## src/rtl/reg_access_ctrl_if.sv

```systemverilog
// Command/response bus plus register-bank strobe lines for reg_access_ctrl.
// The master side drives the commands and presents the register outputs.
interface reg_access_ctrl_if #(
  parameter int DATA_WIDTH = 8,
  parameter int NUM_REGS   = 4,
  parameter int ADDR_WIDTH = 2
);
  logic                           cmd_valid;
  logic                           cmd_ready;
  logic                           cmd_write;
  logic [ADDR_WIDTH-1:0]          cmd_addr;
  logic [DATA_WIDTH-1:0]          cmd_wdata;
  logic                           rsp_valid;
  logic                           rsp_ready;
  logic [DATA_WIDTH-1:0]          rsp_rdata;
  logic                           rsp_err;
  logic [NUM_REGS-1:0]            reg_write_flag;
  logic [NUM_REGS-1:0]            reg_read_flag;
  logic [DATA_WIDTH-1:0]          reg_data_in;
  logic [NUM_REGS*DATA_WIDTH-1:0] reg_data_out;

  modport master (
    output cmd_valid, cmd_write, cmd_addr, cmd_wdata, rsp_ready, reg_data_out,
    input  cmd_ready, rsp_valid, rsp_rdata, rsp_err,
           reg_write_flag, reg_read_flag, reg_data_in
  );

  modport slave (
    input  cmd_valid, cmd_write, cmd_addr, cmd_wdata, rsp_ready, reg_data_out,
    output cmd_ready, rsp_valid, rsp_rdata, rsp_err,
           reg_write_flag, reg_read_flag, reg_data_in
  );
endinterface

```

## src/rtl/reg_access_ctrl.sv

```systemverilog
// Single-outstanding register access controller: turns one command into a
// one-cycle register strobe and returns a held response.
module reg_access_ctrl #(
  parameter int DATA_WIDTH = 8,
  parameter int NUM_REGS   = 4,
  parameter int ADDR_WIDTH = 2
) (
  input  logic              SYS_CLK,
  input  logic              rst,
  reg_access_ctrl_if.slave  bus
);

  typedef enum logic [1:0] {IDLE, ISSUE, WAIT, RESP} state_t;

  state_t                r_state;
  logic                  r_cmd_ready;
  logic                  r_rsp_valid;
  logic [DATA_WIDTH-1:0] r_rsp_rdata;
  logic                  r_rsp_err;
  logic [NUM_REGS-1:0]   r_wr_flag;
  logic [NUM_REGS-1:0]   r_rd_flag;
  logic [DATA_WIDTH-1:0] r_data_in;
  logic                  r_write;
  logic [ADDR_WIDTH-1:0] r_addr;

  logic                  w_in_range;
  logic [NUM_REGS-1:0]   w_onehot;
  logic [DATA_WIDTH-1:0] w_rd_slice;

  assign w_in_range = 32'(bus.cmd_addr) < NUM_REGS;
  assign w_onehot   = NUM_REGS'(1) << bus.cmd_addr;

  always_comb begin
    w_rd_slice = '0;
    for (int unsigned i = 0; i < NUM_REGS; i++) begin
      if (32'(r_addr) == i) w_rd_slice = bus.reg_data_out[i*DATA_WIDTH +: DATA_WIDTH];
    end
  end

  // Strobes are set on the accepting edge so they are high exactly during ISSUE.
  always_ff @(posedge SYS_CLK or posedge rst) begin
    if (rst) begin
      r_state     <= IDLE;
      r_cmd_ready <= 1'b1;
      r_rsp_valid <= 1'b0;
      r_rsp_rdata <= '0;
      r_rsp_err   <= 1'b0;
      r_wr_flag   <= '0;
      r_rd_flag   <= '0;
      r_data_in   <= '0;
      r_write     <= 1'b0;
      r_addr      <= '0;
    end else begin
      case (r_state)
        IDLE: begin
          if (bus.cmd_valid) begin
            r_cmd_ready <= 1'b0;
            r_write     <= bus.cmd_write;
            r_addr      <= bus.cmd_addr;
            if (w_in_range) begin
              r_state <= ISSUE;
              if (bus.cmd_write) begin
                r_wr_flag <= w_onehot;
                r_data_in <= bus.cmd_wdata;
              end else begin
                r_rd_flag <= w_onehot;
              end
            end else begin
              r_state     <= RESP;
              r_rsp_valid <= 1'b1;
              r_rsp_err   <= 1'b1;
              r_rsp_rdata <= '0;
            end
          end
        end
        ISSUE: begin
          r_wr_flag <= '0;
          r_rd_flag <= '0;
          if (r_write) begin
            r_state     <= RESP;
            r_rsp_valid <= 1'b1;
            r_rsp_err   <= 1'b0;
            r_rsp_rdata <= '0;
          end else begin
            r_state <= WAIT;
          end
        end
        WAIT: begin
          r_state     <= RESP;
          r_rsp_valid <= 1'b1;
          r_rsp_err   <= 1'b0;
          r_rsp_rdata <= w_rd_slice;
        end
        RESP: begin
          if (bus.rsp_ready) begin
            r_state     <= IDLE;
            r_rsp_valid <= 1'b0;
            r_cmd_ready <= 1'b1;
          end
        end
        default: r_state <= IDLE;
      endcase
    end
  end

  assign bus.cmd_ready      = r_cmd_ready;
  assign bus.rsp_valid      = r_rsp_valid;
  assign bus.rsp_rdata      = r_rsp_rdata;
  assign bus.rsp_err        = r_rsp_err;
  assign bus.reg_write_flag = r_wr_flag;
  assign bus.reg_read_flag  = r_rd_flag;
  assign bus.reg_data_in    = r_data_in;

endmodule
```

## src/flat_wrapper.sv

```systemverilog
// flat-port wrapper written by rule: the top's interface ports become plain ports
module reg_access_ctrl_flat 
#(
  parameter int DATA_WIDTH = 8,
  parameter int NUM_REGS   = 4,
  parameter int ADDR_WIDTH = 2
)
  (SYS_CLK, rst, bus_cmd_valid, bus_cmd_write, bus_cmd_addr, bus_cmd_wdata, bus_rsp_ready, bus_reg_data_out, bus_cmd_ready, bus_rsp_valid, bus_rsp_rdata, bus_rsp_err, bus_reg_write_flag, bus_reg_read_flag, bus_reg_data_in);
  reg_access_ctrl_if #(.DATA_WIDTH(DATA_WIDTH), .NUM_REGS(NUM_REGS), .ADDR_WIDTH(ADDR_WIDTH)) bus_i ();
  input  logic SYS_CLK;
  input  logic rst;
  input wire logic [$bits(bus_i.cmd_valid)-1:0] bus_cmd_valid;
  input wire logic [$bits(bus_i.cmd_write)-1:0] bus_cmd_write;
  input wire logic [$bits(bus_i.cmd_addr)-1:0] bus_cmd_addr;
  input wire logic [$bits(bus_i.cmd_wdata)-1:0] bus_cmd_wdata;
  input wire logic [$bits(bus_i.rsp_ready)-1:0] bus_rsp_ready;
  input wire logic [$bits(bus_i.reg_data_out)-1:0] bus_reg_data_out;
  output wire logic [$bits(bus_i.cmd_ready)-1:0] bus_cmd_ready;
  output wire logic [$bits(bus_i.rsp_valid)-1:0] bus_rsp_valid;
  output wire logic [$bits(bus_i.rsp_rdata)-1:0] bus_rsp_rdata;
  output wire logic [$bits(bus_i.rsp_err)-1:0] bus_rsp_err;
  output wire logic [$bits(bus_i.reg_write_flag)-1:0] bus_reg_write_flag;
  output wire logic [$bits(bus_i.reg_read_flag)-1:0] bus_reg_read_flag;
  output wire logic [$bits(bus_i.reg_data_in)-1:0] bus_reg_data_in;
  assign bus_i.cmd_valid = bus_cmd_valid;
  assign bus_i.cmd_write = bus_cmd_write;
  assign bus_i.cmd_addr = bus_cmd_addr;
  assign bus_i.cmd_wdata = bus_cmd_wdata;
  assign bus_i.rsp_ready = bus_rsp_ready;
  assign bus_i.reg_data_out = bus_reg_data_out;
  assign bus_cmd_ready = bus_i.cmd_ready;
  assign bus_rsp_valid = bus_i.rsp_valid;
  assign bus_rsp_rdata = bus_i.rsp_rdata;
  assign bus_rsp_err = bus_i.rsp_err;
  assign bus_reg_write_flag = bus_i.reg_write_flag;
  assign bus_reg_read_flag = bus_i.reg_read_flag;
  assign bus_reg_data_in = bus_i.reg_data_in;
  reg_access_ctrl #(.DATA_WIDTH(DATA_WIDTH), .NUM_REGS(NUM_REGS), .ADDR_WIDTH(ADDR_WIDTH)) u_core (.SYS_CLK(SYS_CLK), .rst(rst), .bus(bus_i));
endmodule
```

## config.mk

```make
export PLATFORM = sky130hd
export DESIGN_NAME = reg_access_ctrl_flat
export DESIGN_NICKNAME = d
export VERILOG_FILES = /design/src/rtl/reg_access_ctrl_if.sv /design/src/rtl/reg_access_ctrl.sv /design/src/flat_wrapper.sv
export SDC_FILE = /design/constraint.sdc
export NUM_CORES = 1
export LEC_CHECK = 0
export ABC_AREA = 1
export CAP_MARGIN = 20
export CORE_AREA = 8 8 76 78
export CTS_CLUSTER_SIZE = 14
export DETAILED_ROUTE_END_ITERATION = 8
export DIE_AREA = 0 0 84 86
export GPL_TIMING_DRIVEN = 0
export PLACE_DENSITY = 0.8
export REMOVE_ABC_BUFFERS = 1
export SKIP_LAST_GASP = 1
export SLEW_MARGIN = 40
export SYNTH_ARGS = -nofsm -noshare
export SYNTH_HDL_FRONTEND = slang
export SYNTH_SLANG_ARGS = --single-unit
```

## constraint.sdc

```tcl
create_clock -name SYS_CLK -period 1.4 [get_ports SYS_CLK]
set_input_delay 0.28 -clock SYS_CLK [delete_from_list [all_inputs] [get_ports SYS_CLK]]
set_output_delay 0.28 -clock SYS_CLK [all_outputs]
set_load 0.01 [all_outputs]
```

==> run metrics, run 1 <==
status=finished, final reports clean; routed via count=1,747; Worst-path clk slew=0.07 ns; DP Cell Count=348; Crit Path Category=flip-flop to output pin; multi-input logic area=847.1 um^2; hpwl dp=3515 um; global-route wire length before repair=8148 um; Max-Cap Viols=0; core area=4598 um^2; hold buffers post-CTS=0; Root Buffer=clkbuf_8; Max Root-Sink Buffers=2; Reg area=779.5 um^2; Startpoint Class=flip-flop; area leader, netlist=dfrtp_1; Std-Cell Rows=25; antenna violations before repair=0; peak supply drop=1.008 mV; Final Max Tran Viols=0; Layout Utilization=0.5782; CTS tree=built; Buf/Inv on CP=1; layout cells sized above 1=0.1327; P&R area growth vs syn=57.41%; number of detailed-route iterations in the first pass=4; Finished Layout Cells=363; largest net degree at the start of global routing=32; Max Fclk=0.7437 GHz; share of power burned in the clock network=0.198; Gate power share=0.503; placed cell areas=2405 um^2; Slew @ Worst Pin=0.6491 ns; Unique masters post-synth=21; Ports=74; Slew HR=0.5666; die height=86 um; DP Worst Slack=-0.3329 ns; clk_lat worst skew=0.28 ns; CP required=1.12 ns; worst hold path class=primary input to asynchronous set/reset pin; H-tree depth=2; crit-path max cell delay=0.53 ns; Yosys warnings=0; Max FO, Critical Path=2; starting density of the core=0.3673; Yosys top cell area share=0.4444; mapped cell area=1689 um^2; Tmin final=1.345 ns; Min Hold Slack=0.4123 ns; ANT nets after route=0; initial drt markers=92; Power, Total=5.252 mW; register area share after synthesis=0.4600; cell count after synthesis=230; port bufs=72; Worst path slowest cell=dfstp_2; synthesized area per cell=7.344 um^2; P_int=3.146 mW; delay-heaviest family, CP=flip-flops; Congestion Overflow GR=0; number of synthesized flops with an enable pin=0; final WL=4959 um; routed len/inst=13.66 um; Layout Skew=0.007175 ns; CTS buffer count=5; fin worst setup slack=0.05530 ns; Flop pwr share=0.299; largest cells by area after synthesis=dfrtp_1 (44%), nand2_1 (20%), nand3_1 (6.5%); crit share post-route=0.9605; Main synth FF type=dfrtp_1; routed vias/inst=4.813; share of async-settable or async-resettable flops after synthesis=1.000; endpoints failing hold=0; design area=2659 um^2; routability cong.=0.7230; leakage=1.402 nW; all-layer global routing usage=0.1343; vias in the first global route=1,698; power per cell area=1975 nW/um^2; worst path cell trace=dlygate4sd2_1; RSZ-0062 raised after global routing=true; switching part of the total=0.4009; net count reported at finish=359; drt drc=0; die width=84 um; ant diodes=0; Fill cells=433; Critical Path AT=1.06 ns; final setup TNS=0 ns; #FFs+latches synth=31; Crit. End Element=output pin; Die ar.=7224 um^2; Sink Count=31; final number of setup-violating endpoints=0; Switching Power=2.106 mW
cell usage after synthesis, types with 2 or more instances:
| master | n |
|---|---|
| buf_2 | 2 |
| buf_4 | 2 |
| buf_6 | 3 |
| dfrtp_1 | 30 |
| ha_1 | 4 |
| inv_1 | 21 |
| nand2_1 | 88 |
| nand3_1 | 22 |
| nor2_1 | 19 |
| nor3_1 | 4 |
| o21ai_0 | 20 |
| o21ai_1 | 2 |
| or2_0 | 3 |
| or2_2 | 3 |
kinds of logic after synthesis:
group	share of synthesized area
AND/OR/NAND/NOR	0.3474
buffers and inverters	0.09555
flip-flops	0.4600
AO/OA/AOI/OAI	0.06519
adder cells (fa/ha/maj)	0.02963
other	0.002220
layout make-up:
class | count | share of cell area
multi-input cells | 168 | 0.3186
flip-flops and latches | 31 | 0.2932
repair buffers | 79 | 0.2786
inverters | 23 | 0.03435
clock buffers | 6 | 0.02729
well taps | 54 | 0.02541
clock inverters | 2 | 0.02259
worst paths after layout:
kind                                           start                        end  slack, ns  cells past startpoint
setup reg to reg                   u_core.r_state[1]          u_core.r_state[0]       0.07                      7
max in group asynchronous                        rst           u_core.r_addr[0]       0.53                      2
setup / recovery                u_core.bus.cmd_ready              bus_cmd_ready       0.06                      1
min in group SYS_CLK       u_core.bus.reg_data_in[1]  u_core.bus.reg_data_in[1]       0.47                      2
hold / removal                                   rst    u_core.bus.rsp_rdata[5]       0.41                      2
hold reg to reg            u_core.bus.reg_data_in[1]  u_core.bus.reg_data_in[1]       0.47                      2
power by group through the flow:
stage	registers (mW)	clock network, mW	logic (mW)
floorplan	1.68	0	1.19
global placement	1.58	0	2.33
detailed placement	1.59	0	2.37
CTS	1.56	1.07	2.41
global route	1.62	1.11	2.97
finish	1.57	1.04	2.64
sequential cells by signal (all words and copies together), names as in the netlist:
name and count:
u_core.bus.rsp_rdata 8, u_core.bus.cmd_ready 1, u_core.bus.reg_write_flag 4, u_core.bus.reg_data_in 8
u_core.r_state 2, u_core.bus.rsp_valid 1, u_core.bus.reg_read_flag 4, u_core.r_addr 2
u_core.r_write 1
what timing repair did:
item                                    4_1_cts  5_1_grt
buffers inserted                              5        2
resized for setup                            40       17
gates cloned                                  0        0
endpoints found under the setup margin       53       13
pin swaps                                     0        4
cells in the final DEF, fill, tap and decap left out, drive strengths merged, types with 4 or more instances in the layout:
master	n
dfrtp	30
nand2	90
dlygate4sd2	26
ha	4
nor3	4
o21ai	22
clkdlybuf4s50	46
inv	23
nor2	19
nand3	22
or2	6
buf	7
clkbuf	6
routing by layer:
layer | up-vias | track usage | part of all wire
met5 | - | 0 | 0
met4 | 0 | 0.02826 | 0.0026
met3 | 2 | 0.05877 | 0.088
met1 | 806 | 0.1606 | 0.45
li1 | 875 | - | -
met2 | 64 | 0.2175 | 0.46
(Power assumes the default switching activity.)
==> run 2, diff against run 1 <==
HOLD_SLACK_MARGIN = 0.06   (was unset)
==> results of run 2 <==
The final DEF is identical to that of run 1; final timing and power are the same.
==> run 3, diff against run 2 <==
ABC_AREA = unset   (was 1)
HOLD_SLACK_MARGIN = 0.03   (was 0.06)
PLACE_DENSITY = 0.79   (was 0.8)
==> run 3 against run 2 <==
The flow now finishes with violations (negative setup slack). Non-clock buffer count is 17 higher. Register-to-register slack worse by 0.21 ns. Die area did not move. Utilization up 5.1 points. Clock power decreased by 11%. Critical path depth is 4 higher. Global-route usage increased by 0.16 points. First-iteration DRC count is 28% higher. Design area rose by 8.9%. Critical endpoint is now u_core.bus.reg_read_flag[3].
==> run metrics, run 3 <==
H-tree depth=2 (unchanged); status=finished with violations; Ports=74 (unchanged); Final Max Tran Viols=0 (unchanged); Min Hold Slack=0.3971 ns (-0.01525 ns); die width=84 um (unchanged); Layout Skew=0.008110 ns (+0.0009348 ns); Slew @ Worst Pin=0.6486 ns (-0.0005248 ns); worst hold path class=primary input to asynchronous set/reset pin; top post-synthesis cells by count=dfrtp_1 (30), mux2i_1 (14), mux2_2 (12), inv_1 (9), nand2_1 (7); fin worst setup slack=-0.1444 ns (-0.1997 ns); layout cells sized above 1=0.3249 (+0.1922); final WL=5252 um (+5.9%); port bufs=72 (unchanged); Finished Layout Cells=291 (-20%); routed via count=1,606 (-8.1%); final number of setup-violating endpoints=22 (+22); most common cell after layout, fill and taps aside=clkdlybuf4s50_1; Worst-path clk slew=0.07 ns (about the same); Power, Total=5.954 mW (+13%); cell count after synthesis=137 (-40%); Congestion Overflow GR=0 (unchanged); Critical Path AT=1.72 ns (+0.66 ns); Slew HR=0.5670 (about the same); Worst path slowest cell=dfrtp_2; #FFs+latches synth=31 (unchanged); peak supply drop=1.007 mV (about the same); all-layer global routing usage=0.1359 (+0.001602); number of detailed-route iterations in the first pass=4 (unchanged); antenna violations before repair=0 (unchanged); crit-path max cell delay=0.45 ns (-0.08 ns); routed vias/inst=5.519 (+15%); Max FO, Critical Path=6 (+4); routability cong.=0.7673 (+6.1%); Tmin final=1.544 ns (+0.1997 ns); largest net degree at the start of global routing=32 (unchanged); initial drt markers=118 (+28%); mapped cell area=1652 um^2 (-2.2%); failing checks=negative setup slack; Max-Cap Viols=0 (unchanged); synthesized area per cell=12.06 um^2 (+64%); DP Cell Count=257 (-26%); Root Buffer=clkbuf_8; largest cells by area after synthesis=dfrtp_1 (45%), mux2i_1 (8.5%), mux2_2 (8.2%); Crit Path Category=flip-flop to flip-flop; Max Root-Sink Buffers=2 (unchanged); Unique masters post-synth=30 (+43%); leakage=1.290 nW (-8.0%); RSZ-0062 raised after global routing=true; Crit. End Element=flip-flop; most numerous cell in the Yosys netlist=dfrtp_1; core area=4598 um^2 (unchanged); routed len/inst=18.05 um (+32%); starting density of the core=0.3592 (-0.008163); endpoints failing hold=0 (unchanged); Yosys warnings=0 (unchanged); number of synthesized flops with an enable pin=0 (unchanged); die height=86 um (unchanged); global-route wire length before repair=7941 um (-2.5%); power per cell area=2057 nW/um^2 (+4.1%); Main synth FF type=dfrtp_1; area leader, netlist=dfrtp_1; Yosys top cell area share=0.4545 (+0.01010); drt drc=0 (unchanged); Die ar.=7224 um^2 (unchanged); DP Worst Slack=-0.6497 ns (-0.3168 ns); register area share after synthesis=0.4705 (+0.01045); Fill cells=354 (-18%); Layout Utilization=0.6297 (+0.05143); most frequent cells in the layout=clkdlybuf4s50_1 (46), dfrtp_1 (26), dlygate4sd2_1 (25), buf_4 (15), mux2i_1 (13); clk_lat worst skew=0.29 ns (about the same); CP required=1.57 ns (+0.45 ns); CTS buffer count=5 (unchanged); Sink Count=31 (unchanged); Std-Cell Rows=25 (unchanged); crit share post-route=1.103 (+0.1427); net count reported at finish=287 (-20%); Startpoint Class=flip-flop; worst path cell trace=inv_4 > ha_4 > nand2_4 > o22ai_4 > mux2_4; P&R area growth vs syn=75.30%; vias in the first global route=1,622 (-4.5%); Max Fclk=0.6475 GHz (-13%); ant diodes=0 (unchanged); hpwl dp=3546 um (+0.89%); share of async-settable or async-resettable flops after synthesis=1.000 (unchanged); ANT nets after route=0 (unchanged); CTS tree=built
## run 3: worst max-delay path, delay by kind of cell, from the launching register on
kind            cells  cell delay (ns)
fa+ha+maj           1             0.20
flops               1             0.45
buf+inv             1             0.11
simple gates        1             0.09
compound gates      1             0.24
mux                 1             0.33
## run 3: timing repair
item | 4_1_cts | 5_1_grt
cloned | 1 | 1
pin swaps | 2 | 5
resized for setup | 56 | 28
setup endpoints to repair | 53 | 28
setup buffers | 15 | 9
hold buffers | 0 | 0
## run 3: logic make-up (layout without fill, tap and decap cells)
kind of cell	Yosys count	in the layout	share of synthesized area
buffers and inverters	15	113	0.05606
flip-flops	31	31	0.4705
multiplexers	29	29	0.2053
adder cells (fa/ha/maj)	4	4	0.03030
other	1	1	0.002271
AND/OR/NAND/NOR	22	24	0.06364
AO/OA/AOI/OAI	35	35	0.1720
## run 3: cell type report
| type | instances | area [um^2] | share of cell area |
|---|---|---|---|
| clock buffer | 6 | 82.58 | 0.02852 |
| inverter | 9 | 42.54 | 0.01469 |
| multi-input combinational | 93 | 967.2 | 0.3341 |
| clock inverter | 2 | 35.03 | 0.01210 |
| sequential | 31 | 784.5 | 0.2710 |
| timing repair buffer | 96 | 915.9 | 0.3163 |
| tap | 54 | 67.56 | 0.02334 |
## run 3: worst paths after layout
path	startpoint	to	slack (ns)	depth (start not counted)
min in group SYS_CLK	u_core.bus.rsp_rdata[1]	u_core.bus.rsp_rdata[1]	0.49	1
min reg2reg	u_core.bus.rsp_rdata[1]	u_core.bus.rsp_rdata[1]	0.49	1
max reg2reg	u_core.r_state[0]	u_core.bus.reg_read_flag[3]	-0.14	5
min	rst	u_core.bus.reg_data_in[2]	0.40	2
max	u_core.r_state[0]	u_core.bus.reg_read_flag[3]	-0.14	5
max in group asynchronous	rst	u_core.r_addr[1]	0.52	2
## run 3: through the flow
stage / cell area [um^2] / TNS, ns
after CTS: 2701 / -1.572
final: 2895 / -2.290
after global routing: 2895 / -3.424
after floorplan: 1593 / -4.536
after global placement: 2381 / -22.12
after detailed placement: 2381 / -12.59
## run 3: per-layer routing
| metal | vias up | wire, um | track usage | part of all wire |
|---|---|---|---|---|
| met3 | 16 | 400 | 0.04645 | 0.076 |
| met1 | 782 | 2119 | 0.1426 | 0.40 |
| met2 | 78 | 2611 | 0.2435 | 0.50 |
| met5 | - | 0 | 0 | 0 |
| li1 | 730 | - | - | - |
| met4 | 0 | 121 | 0.05338 | 0.023 |
## run 3: where the power goes
part           leakage [nW]  switching, mW  internal (mW)
logic                 0.849           1.47           1.89
clock network        0.0612          0.350          0.575
registers             0.380          0.351           1.32
total                  1.29           2.17           3.78
